==> config.mk <==
export PLATFORM = sky130hd
export DESIGN_NAME = pattern_sender
export DESIGN_NICKNAME = d
export VERILOG_FILES = /design/src/rtl/pattern_sender_pkg.sv /design/src/rtl/rx_state_model.sv /design/src/rtl/pattern_sender.sv
export SDC_FILE = /design/constraint.sdc
export NUM_CORES = 1
export LEC_CHECK = 0
export CORE_MARGIN = 4
export CORE_UTILIZATION = 60
export DETAILED_ROUTE_END_ITERATION = 6
export GPL_ROUTABILITY_DRIVEN = 0
export HOLD_SLACK_MARGIN = 0.05
export PLACE_DENSITY = 0.84
export SLEW_MARGIN = 20
export SYNTH_ARGS = -nofsm -noshare
export SYNTH_HDL_FRONTEND = slang
export SYNTH_SLANG_ARGS = --single-unit
==> constraint.sdc <==
create_clock -name clock -period 4.18 [get_ports clock]
set_input_delay 0.836 -clock clock [delete_from_list [all_inputs] [get_ports clock]]
set_output_delay 0.836 -clock clock [all_outputs]
set_load 0.03 [all_outputs]
==> src/rtl/pattern_sender_pkg.sv <==
// Shared encodings for the pattern sender and the receiving Moore FSM.
package pattern_sender_pkg;

  localparam int PAT_W = 16;

  // Receiver encodings are fixed by the receiving FSM and must not be reordered.
  typedef enum logic [1:0] {
    RX_B = 2'b00,
    RX_C = 2'b01,
    RX_D = 2'b10,
    RX_A = 2'b11
  } rx_state_t;

  typedef enum logic [1:0] {
    ST_IDLE = 2'b00,
    ST_SEND = 2'b01,
    ST_DONE = 2'b10
  } ctrl_state_t;

  function automatic logic [4:0] clamp_length(input logic [4:0] len);
    return (len > 5'd16) ? 5'd16 : len;
  endfunction

endpackage

==> src/rtl/rx_state_model.sv <==
// Next-state function of the receiving Moore FSM; its output is 1 only in state A.
module rx_state_model
  import pattern_sender_pkg::*;
(
  input  rx_state_t state,
  input  logic      serial_bit,
  output rx_state_t next_state,
  output logic      enter_a
);

  always_comb begin
    // NOTE: default first so every path assigns next_state and no latch is inferred.
    next_state = RX_B;
    case (state)
      RX_A:    next_state = serial_bit ? RX_C : RX_D;
      RX_B:    next_state = serial_bit ? RX_A : RX_D;
      RX_C:    next_state = serial_bit ? RX_B : RX_C;
      RX_D:    next_state = serial_bit ? RX_B : RX_A;
      default: next_state = RX_B;
    endcase
  end

  assign enter_a = (next_state == RX_A);

endmodule

==> src/rtl/pattern_sender.sv <==
// Serialises up to 16 pattern bits MSB-first and predicts how often the receiver enters A.
module pattern_sender
  import pattern_sender_pkg::*;
(
  input  logic        clock,
  input  logic        reset,
  input  logic        start,
  input  logic [15:0] pattern,
  input  logic [4:0]  length,
  output logic        serial_out,
  output logic        bit_valid,
  output logic        busy,
  output logic        done,
  output logic [4:0]  hit_count
);

  ctrl_state_t       state;
  rx_state_t         rx_state;
  rx_state_t         rx_next;
  logic              enter_a;
  logic [PAT_W-1:0]  shift_reg;
  logic [4:0]        bit_cnt;
  logic [4:0]        eff_len;
  logic [PAT_W-1:0]  aligned;

  assign eff_len = clamp_length(length);
  assign aligned = pattern << (5'd16 - eff_len);

  // The model steps on the bit currently on the wire, so it tracks the receiver exactly.
  rx_state_model u_rx_state_model (
    .state      (rx_state),
    .serial_bit (serial_out),
    .next_state (rx_next),
    .enter_a    (enter_a)
  );

  always_ff @(posedge clock) begin
    if (reset) begin
      state      <= ST_IDLE;
      rx_state   <= RX_B;
      shift_reg  <= '0;
      bit_cnt    <= '0;
      serial_out <= 1'b0;
      bit_valid  <= 1'b0;
      busy       <= 1'b0;
      done       <= 1'b0;
      hit_count  <= '0;
    end else begin
      // NOTE: non-blocking throughout so every register updates from pre-edge values.
      case (state)
        ST_IDLE: begin
          if (start && length != 5'd0) begin
            // First bit goes straight to the output; the rest wait in shift_reg.
            serial_out <= aligned[PAT_W-1];
            shift_reg  <= aligned << 1;
            bit_cnt    <= eff_len - 5'd1;
            bit_valid  <= 1'b1;
            busy       <= 1'b1;
            hit_count  <= '0;
            rx_state   <= RX_B;
            state      <= ST_SEND;
          end
        end
        ST_SEND: begin
          rx_state  <= rx_next;
          hit_count <= hit_count + {4'd0, enter_a};
          if (bit_cnt == 5'd0) begin
            serial_out <= 1'b0;
            bit_valid  <= 1'b0;
            done       <= 1'b1;
            state      <= ST_DONE;
          end else begin
            serial_out <= shift_reg[PAT_W-1];
            shift_reg  <= shift_reg << 1;
            bit_cnt    <= bit_cnt - 5'd1;
          end
        end
        ST_DONE: begin
          done  <= 1'b0;
          busy  <= 1'b0;
          state <= ST_IDLE;
        end
        default: state <= ST_IDLE;
      endcase
    end
  end

endmodule

==> results of run 1 <==
[routing by layer]
metal	share of wire (%)	up-vias	wire length [um]
met5	0	-	0
met4	1.2	0	78
met3	6.5	8	408
met2	48	102	3050
met1	44	1129	2760
li1	-	1172	-
[through the flow]
step	cells	power (mW)	hold slack, ns	setup WS (ns)
finish	372	1.05	0.468	0.830
global route	372	1.11	0.496	0.651
CTS	372	1.04	0.460	0.854
detailed placement	364	0.813	0.450	0.561
global placement	364	0.806	0.443	0.601
floorplan	297	0.704	0.432	1.09
[cell families after synthesis]
group                      after synthesis  share of synthesized area, %
and+or+nand+nor                        118                          22.3
AOI/OAI and AO/OA                       85                          24.9
DFF                                     33                          26.2
buffers and inverters                   27                          5.61
muxes                                   27                          17.0
adders and majority gates                4                          1.99
xor gates and xnor gates                 3                          2.08
[path summary, 6_finish.rpt]
kind	end	slack [ns]
setup / recovery	shift_reg[13]$_SDFFE_PP0P_	0.83
hold / removal	shift_reg[11]$_SDFFE_PP0P_	0.47
setup reg to reg	shift_reg[11]$_SDFFE_PP0P_	1.60
hold reg to reg	shift_reg[11]$_SDFFE_PP0P_	0.47
[critical path: cells and delay by family]
family / cells / cell delay, ns
AO/OA/AOI/OAI: 1 / 0.40
multiplexers: 1 / 0.27
adder cells (fa/ha/maj): 1 / 0.46
AND/OR/NAND/NOR: 5 / 0.60
buffers and inverters: 3 / 0.92
[cell usage in the layout (no fill, tap or decap), types with 2 or more instances in the layout]
cell	synthesis	layout
nor2_1	45	45
dfxtp_1	33	33
clkdlybuf4s50_1	0	32
a21oi_1	27	27
nand2_1	26	26
nor3_1	13	13
mux2i_1	12	12
a211oi_1	10	10
nand3_1	10	10
buf_4	2	9
o21ai_0	8	8
mux4_1	7	7
nand2b_1	5	5
mux2_2	5	5
a32oi_1	5	5
a31oi_1	5	5
clkbuf_8	0	5
nor2b_1	4	4
nor3b_1	4	4
a221oi_1	4	4
a311oi_1	4	4
ha_1	4	4
mux4_2	3	3
clkbuf_1	11	3
a211o_1	2	2
inv_1	2	2
a21o_1	2	2
nand4b_1	2	2
o22a_1	2	2
or3_1	2	2
[final cells by class]
cell class,count,area [sq um]
inverters,3,11.3
well taps,50,62.6
fillers,329,1110
multi-input cells,237,1720
flip-flops and latches,33,661
repair buffers,41,388
clock buffers,8,80.1
[power by group through the flow]
stage | registers [mW] | logic [mW] | clock network [mW]
6_report | 0.396 | 0.418 | 0.232
5_1_grt | 0.401 | 0.461 | 0.250
4_1_cts | 0.395 | 0.413 | 0.237
3_5_place_dp | 0.402 | 0.412 | 0
3_3_place_gp | 0.400 | 0.406 | 0
2_1_floorplan | 0.400 | 0.304 | 0
==> flow_metrics.py, run 1 <==
metrics = {
    "placement": {
        "port_buffers": 32,
        "placedInstanceArea_sq_um": 2840,
        "dp_hpwl_um": 4640,
    },
    "route": {
        "drc": 0,
        "wirelength_um": 6290,
        "drtIter0Drc": 304,
        "vias_per_cell": 6.48,
        "first_pass_iters": 4,
        "detail-route-antenna-nets": 0,
        "wire_per_inst_um": 16.9,
        "vias": 2411,
    },
    "timing": {
        "relSlewSlack_pct": 54.3,
        "period_share_pct": 80.2,
        "final_max_slew_viol_count": 0,
        "hold_viol": 0,
        "fin_crit_ns": 3.35,
        "clock.fmax_mhz": 298,
        "rsz0062_at_grt": "no",
        "max_slew.worst_pin.slew_ns": 0.684,
        "finalSetupViolCount": 0,
        "fin_worst_skew_ns": 0.00619,
        "finalSetupTns_ns": 0,
    },
    "yosys": {
        "synth_top_area_share_pct": 26.2,
        "synth_edf_count": 0,
        "netlist_instances": 297,
        "synth-main-ff-cell": "dfxtp_1",
        "ys_types": 59,
        "syn-num-nets": 325,
        "yosys_warnings": 0,
        "synth_area_leaders": "dfxtp_1, mux4_1, nor2_1",
        "ys_ff_latch": 33,
        "synth_area_leader_cell": "dfxtp_1",
        "synth_area_per_cell_sq_um": 8.49,
        "synth.most_common_cell": "nor2_1",
        "synth_commonest_cells": "nor2_1, dfxtp_1, a21oi_1, nand2_1, nor3_1",
        "seq_area_frac_synth_pct": 26.2,
        "synth_area_sq_um": 2520,
        "synth-async-reset-ratio_pct": 0,
    },
    "cts": {
        "cts_made_buffers": 5,
        "ctsResizeCount": 0,
        "clock-sinks": 33,
        "cts_tree": "done",
        "htree_levels": 2,
        "root_buffer": "clkbuf_8",
        "cts_buffer_depth": 2,
        "cts_hold_buf": 0,
        "post_cts_buffers": 0,
        "clkLatencyLatePin_ns": 0.29,
        "path_clk_slew_ns": 0.06,
    },
    "global_route": {
        "grt_pass1_vias": 2161,
        "grt_util_met1_pct": 34.2,
        "overflow": 0,
        "use_met2_pct": 40.8,
        "busiest_layer": "met2",
        "grt_max_degree": 34,
        "antenna_found_initial": 0,
        "grtUsageMet3_pct": 5.51,
        "gr-usage-all-layers_pct": 25.4,
        "grt_pass1_wl_um": 10600,
    },
    "power_and_ir_drop": {
        "share_comb_of_total_power_pct": 40.0,
        "internal-power_mw": 0.656,
        "p_leak_nw": 1.08,
        "p_switching_mw": 0.390,
        "vdd_ir_drop_max_mv": 0.179,
        "p_clk_share_pct": 22.2,
        "powerDensity_nw_per_um2": 358,
        "seqPwrFrac_pct": 37.9,
        "sw_frac_of_total_pct": 37.3,
    },
    "layout": {
        "diodes": 0,
        "nNetsFinal": 349,
        "design_area_sq_um": 2920,
        "fin_util_pct": 72.5,
        "syn_to_final_growth_pct": 15.9,
        "largest_reg_flops": 15,
        "drive_gt1_share_pct": 10.6,
    },
    "status": {
        "status": "completed",
    },
    "die": {
        "core_sq_um": 4030,
        "ioPinCount": 33,
        "die_w_um": 72.8,
        "die_h_um": 72.8,
        "rows": 23,
        "initial_core_util_pct": 62.6,
        "die-area_sq_um": 5300,
    },
    "setup_path": {
        "crit_arrival_ns": 3.51,
        "cp_slowest_stage_delay_ns": 0.47,
        "cp_cell_sequence": "clkdlybuf4s50_1 -> nor2b_1 -> inv_2 -> ha_1 -> buf_4 -> mux2i_1 -> nor2_1 -> nand2_1 -> nand3_1 -> a2111oi_2 -> nor3_1",
        "cp-start-kind": "primary input",
        "critical_path_class": "in -> reg",
        "worstReg2RegStart": "state[1]$_SDFFE_PP0P_",
        "crit_required_ns": 4.34,
        "cp_max_fo": 20,
        "end_kind": "register",
        "reg2reg_depth": 6,
        "slowest_stage": "clkdlybuf4s50_1",
        "crit_start": "length[0]",
    },
    "run": {
        "cap_violations": 0,
    },
    "min_path": {
        "hp-class": "reg -> reg",
        "min-delay-start": "shift_reg[11]$_SDFFE_PP0P_",
        "hold_path_depth": 2,
    },
}
Note: power is estimated with default switching activity, not from simulation.
==> run 2: changes to the inputs <==
--- a/config.mk
+++ b/config.mk
@@ -6,11 +6,11 @@
 export NUM_CORES = 1
 export LEC_CHECK = 0
 export CORE_MARGIN = 4
-export CORE_UTILIZATION = 60
+export CORE_UTILIZATION = 50
 export DETAILED_ROUTE_END_ITERATION = 6
 export GPL_ROUTABILITY_DRIVEN = 0
 export HOLD_SLACK_MARGIN = 0.05
-export PLACE_DENSITY = 0.84
+export PLACE_DENSITY = 0.74
 export SLEW_MARGIN = 20
 export SYNTH_ARGS = -nofsm -noshare
 export SYNTH_HDL_FRONTEND = slang
==> constraint.sdc (replaced) <==
create_clock -name clock -period 2.84 [get_ports clock]
set_input_delay 0.568 -clock clock [delete_from_list [all_inputs] [get_ports clock]]
set_output_delay 0.568 -clock clock [all_outputs]
set_load 0.03 [all_outputs]
==> run 2 against run 1 <==
Register-to-register slack worse by 0.95 ns. Clock-buffer cell count is 1 lower. Die area is 18% higher. Highest routed layer unchanged. Sequential share of layout area is 2.1 points lower. Flip-flop and latch count stayed put. Critical path type unchanged. Largest cell class unchanged. First-iteration DRC count is 34% lower. Non-clock buffer count is 30 higher. Global-route usage is 3.0 points lower. Routed wire length is 9.5% higher. Final cell count is 13% higher.
==> flow_metrics.py, run 2 (same netlist as run 1, synthesis figures left out) <==
metrics = {
    "die": {
        "ioPinCount": 33,
        "die_h_um": 79.0,
        "rows": 25,
        "core_sq_um": 4820,
        "die-area_sq_um": 6240,
        "die_w_um": 79.0,
        "initial_core_util_pct": 52.3,
    },
    "placement": {
        "dp_hpwl_um": 5080,
        "port_buffers": 32,
        "placedInstanceArea_sq_um": 3090,
        "pre_cts_ws_ns": -0.284,
    },
    "power_and_ir_drop": {
        "p_leak_nw": 1.25,
        "powerDensity_nw_per_um2": 516,
        "p_switching_mw": 0.598,
        "share_comb_of_total_power_pct": 41.8,
        "sw_frac_of_total_pct": 35.9,
        "seqPwrFrac_pct": 35.1,
        "p_clk_share_pct": 23.1,
        "internal-power_mw": 1.07,
        "vdd_ir_drop_max_mv": 0.365,
    },
    "layout": {
        "nNetsFinal": 379,
        "final_cell_mix": "nor2_1, buf_4, dfxtp_1",
        "diodes": 0,
        "syn_to_final_growth_pct": 28.0,
        "fin_util_pct": 67.0,
        "final_common_cell": "nor2_1",
        "largest_reg_flops": 15,
        "design_area_sq_um": 3230,
        "drive_gt1_share_pct": 20.7,
    },
    "global_route": {
        "grt_pass1_vias": 2383,
        "antenna_found_initial": 0,
        "gr-usage-all-layers_pct": 22.4,
        "grt_pass1_wl_um": 11300,
        "overflow": 0,
        "grt_max_degree": 33,
    },
    "status": {
        "status": "completed",
    },
    "cts": {
        "clock-sinks": 33,
        "cts_made_buffers": 5,
        "htree_levels": 2,
        "post_cts_buffers": 0,
        "cts_buffer_depth": 2,
        "cts_hold_buf": 0,
        "cts_tree": "done",
        "clkLatencyLatePin_ns": 0.28,
        "root_buffer": "clkbuf_8",
        "path_clk_slew_ns": 0.07,
    },
    "timing": {
        "clock.fmax_mhz": 372,
        "period_share_pct": 94.6,
        "fin_worst_skew_ns": 0.00405,
        "hold_viol": 0,
        "finalSetupViolCount": 0,
        "final_max_slew_viol_count": 0,
        "setup_ws_ns": 0.154,
        "max_slew.worst_pin.slew_ns": 0.611,
        "fin_crit_ns": 2.69,
        "rsz0062_at_grt": "no",
        "finalSetupTns_ns": 0,
        "relSlewSlack_pct": 59.2,
    },
    "setup_path": {
        "rrSetupSlack_ns": 0.65,
        "crit_required_ns": 3.00,
        "cp_max_fo": 5,
        "end_kind": "register",
        "cp_slowest_stage_delay_ns": 0.51,
        "critical_path_class": "in -> reg",
        "crit_arrival_ns": 2.85,
        "cp-start-kind": "primary input",
        "cp_cell_sequence": "clkdlybuf4s50_1 -> nor2b_2 -> inv_2 -> ha_2 -> mux4_2 -> a211o_1 -> a221oi_1 -> nor3_1",
        "slowest_stage": "mux4_2",
    },
    "route": {
        "drtIter0Drc": 200,
        "vias": 2539,
        "wirelength_um": 6890,
        "wire_per_inst_um": 16.5,
        "vias_per_cell": 6.06,
        "first_pass_iters": 4,
        "drc": 0,
        "detail-route-antenna-nets": 0,
    },
    "run": {
        "cap_violations": 0,
    },
    "min_path": {
        "hp-class": "reg -> reg",
    },
}
==> run 2: cell count changes in the layout (fill, tap and decap cells not counted), sizes merged <==
cell / delta
clkbuf: -1
clkinv: +1
buf: +30
==> run 2: power by group through the flow <==
stage | combinational [mW] | clock [mW] | sequential, mW
final | 0.696 | 0.384 | 0.584
after global routing | 0.763 | 0.415 | 0.591
after CTS | 0.676 | 0.392 | 0.582
after detailed placement | 0.671 | 0 | 0.591
after global placement | 0.664 | 0 | 0.589
after floorplan | 0.447 | 0 | 0.589
==> run 2: repair_timing <==
item | in CTS | in global routing
pin swaps | 0 | 1
gates resized for setup | 1 | 8
gates cloned | 0 | 0
endpoints found under the setup margin | 1 | 12
endpoints found under the hold margin | 0 | 0
==> run 2: stage by stage <==
step,instances,total power [mW],hold WS (ns)
floorplan,297,1.04,0.432
detailed placement,411,1.26,0.457
global placement,411,1.25,0.444
CTS,419,1.65,0.465
global route,419,1.77,0.503
finish,419,1.66,0.464
==> run 2: path summary, 6_finish.rpt <==
kind,from,to,depth (start not counted)
hold / removal,shift_reg[11]$_SDFFE_PP0P_,shift_reg[11]$_SDFFE_PP0P_,2
hold reg to reg,shift_reg[11]$_SDFFE_PP0P_,shift_reg[11]$_SDFFE_PP0P_,2
setup / recovery,length[0],shift_reg[8]$_SDFFE_PP0P_,8
setup reg to reg,state[0]$_SDFFE_PP0P_,shift_reg[5]$_SDFFE_PP0P_,6
==> run 2: area by class of cell <==
type,count,area [sq um]
tap,67,83.8
multi-input combinational,237,1750
clock buffer,7,96.3
timing repair buffer,71,621
clock inverter,1,5.00
inverter,3,11.3
sequential,33,661
fill,414,1590
==> run 2: worst max-delay path, delay by kind of cell <==
kind            cells  cell delay (ns)
compound gates      2             0.61
fa+ha+maj           1             0.38
mux                 1             0.51
simple gates        2             0.25
buf+inv             2             0.52
==> run 2: routing by layer <==
metal  GRT usage [%]  routed length (um)  share of wire [%]
met5               0                   0                  0
met1            29.4                2980                 43
met2            37.2                3360                 49
met4            6.70                  72                1.0
met3            4.31                 485                7.0
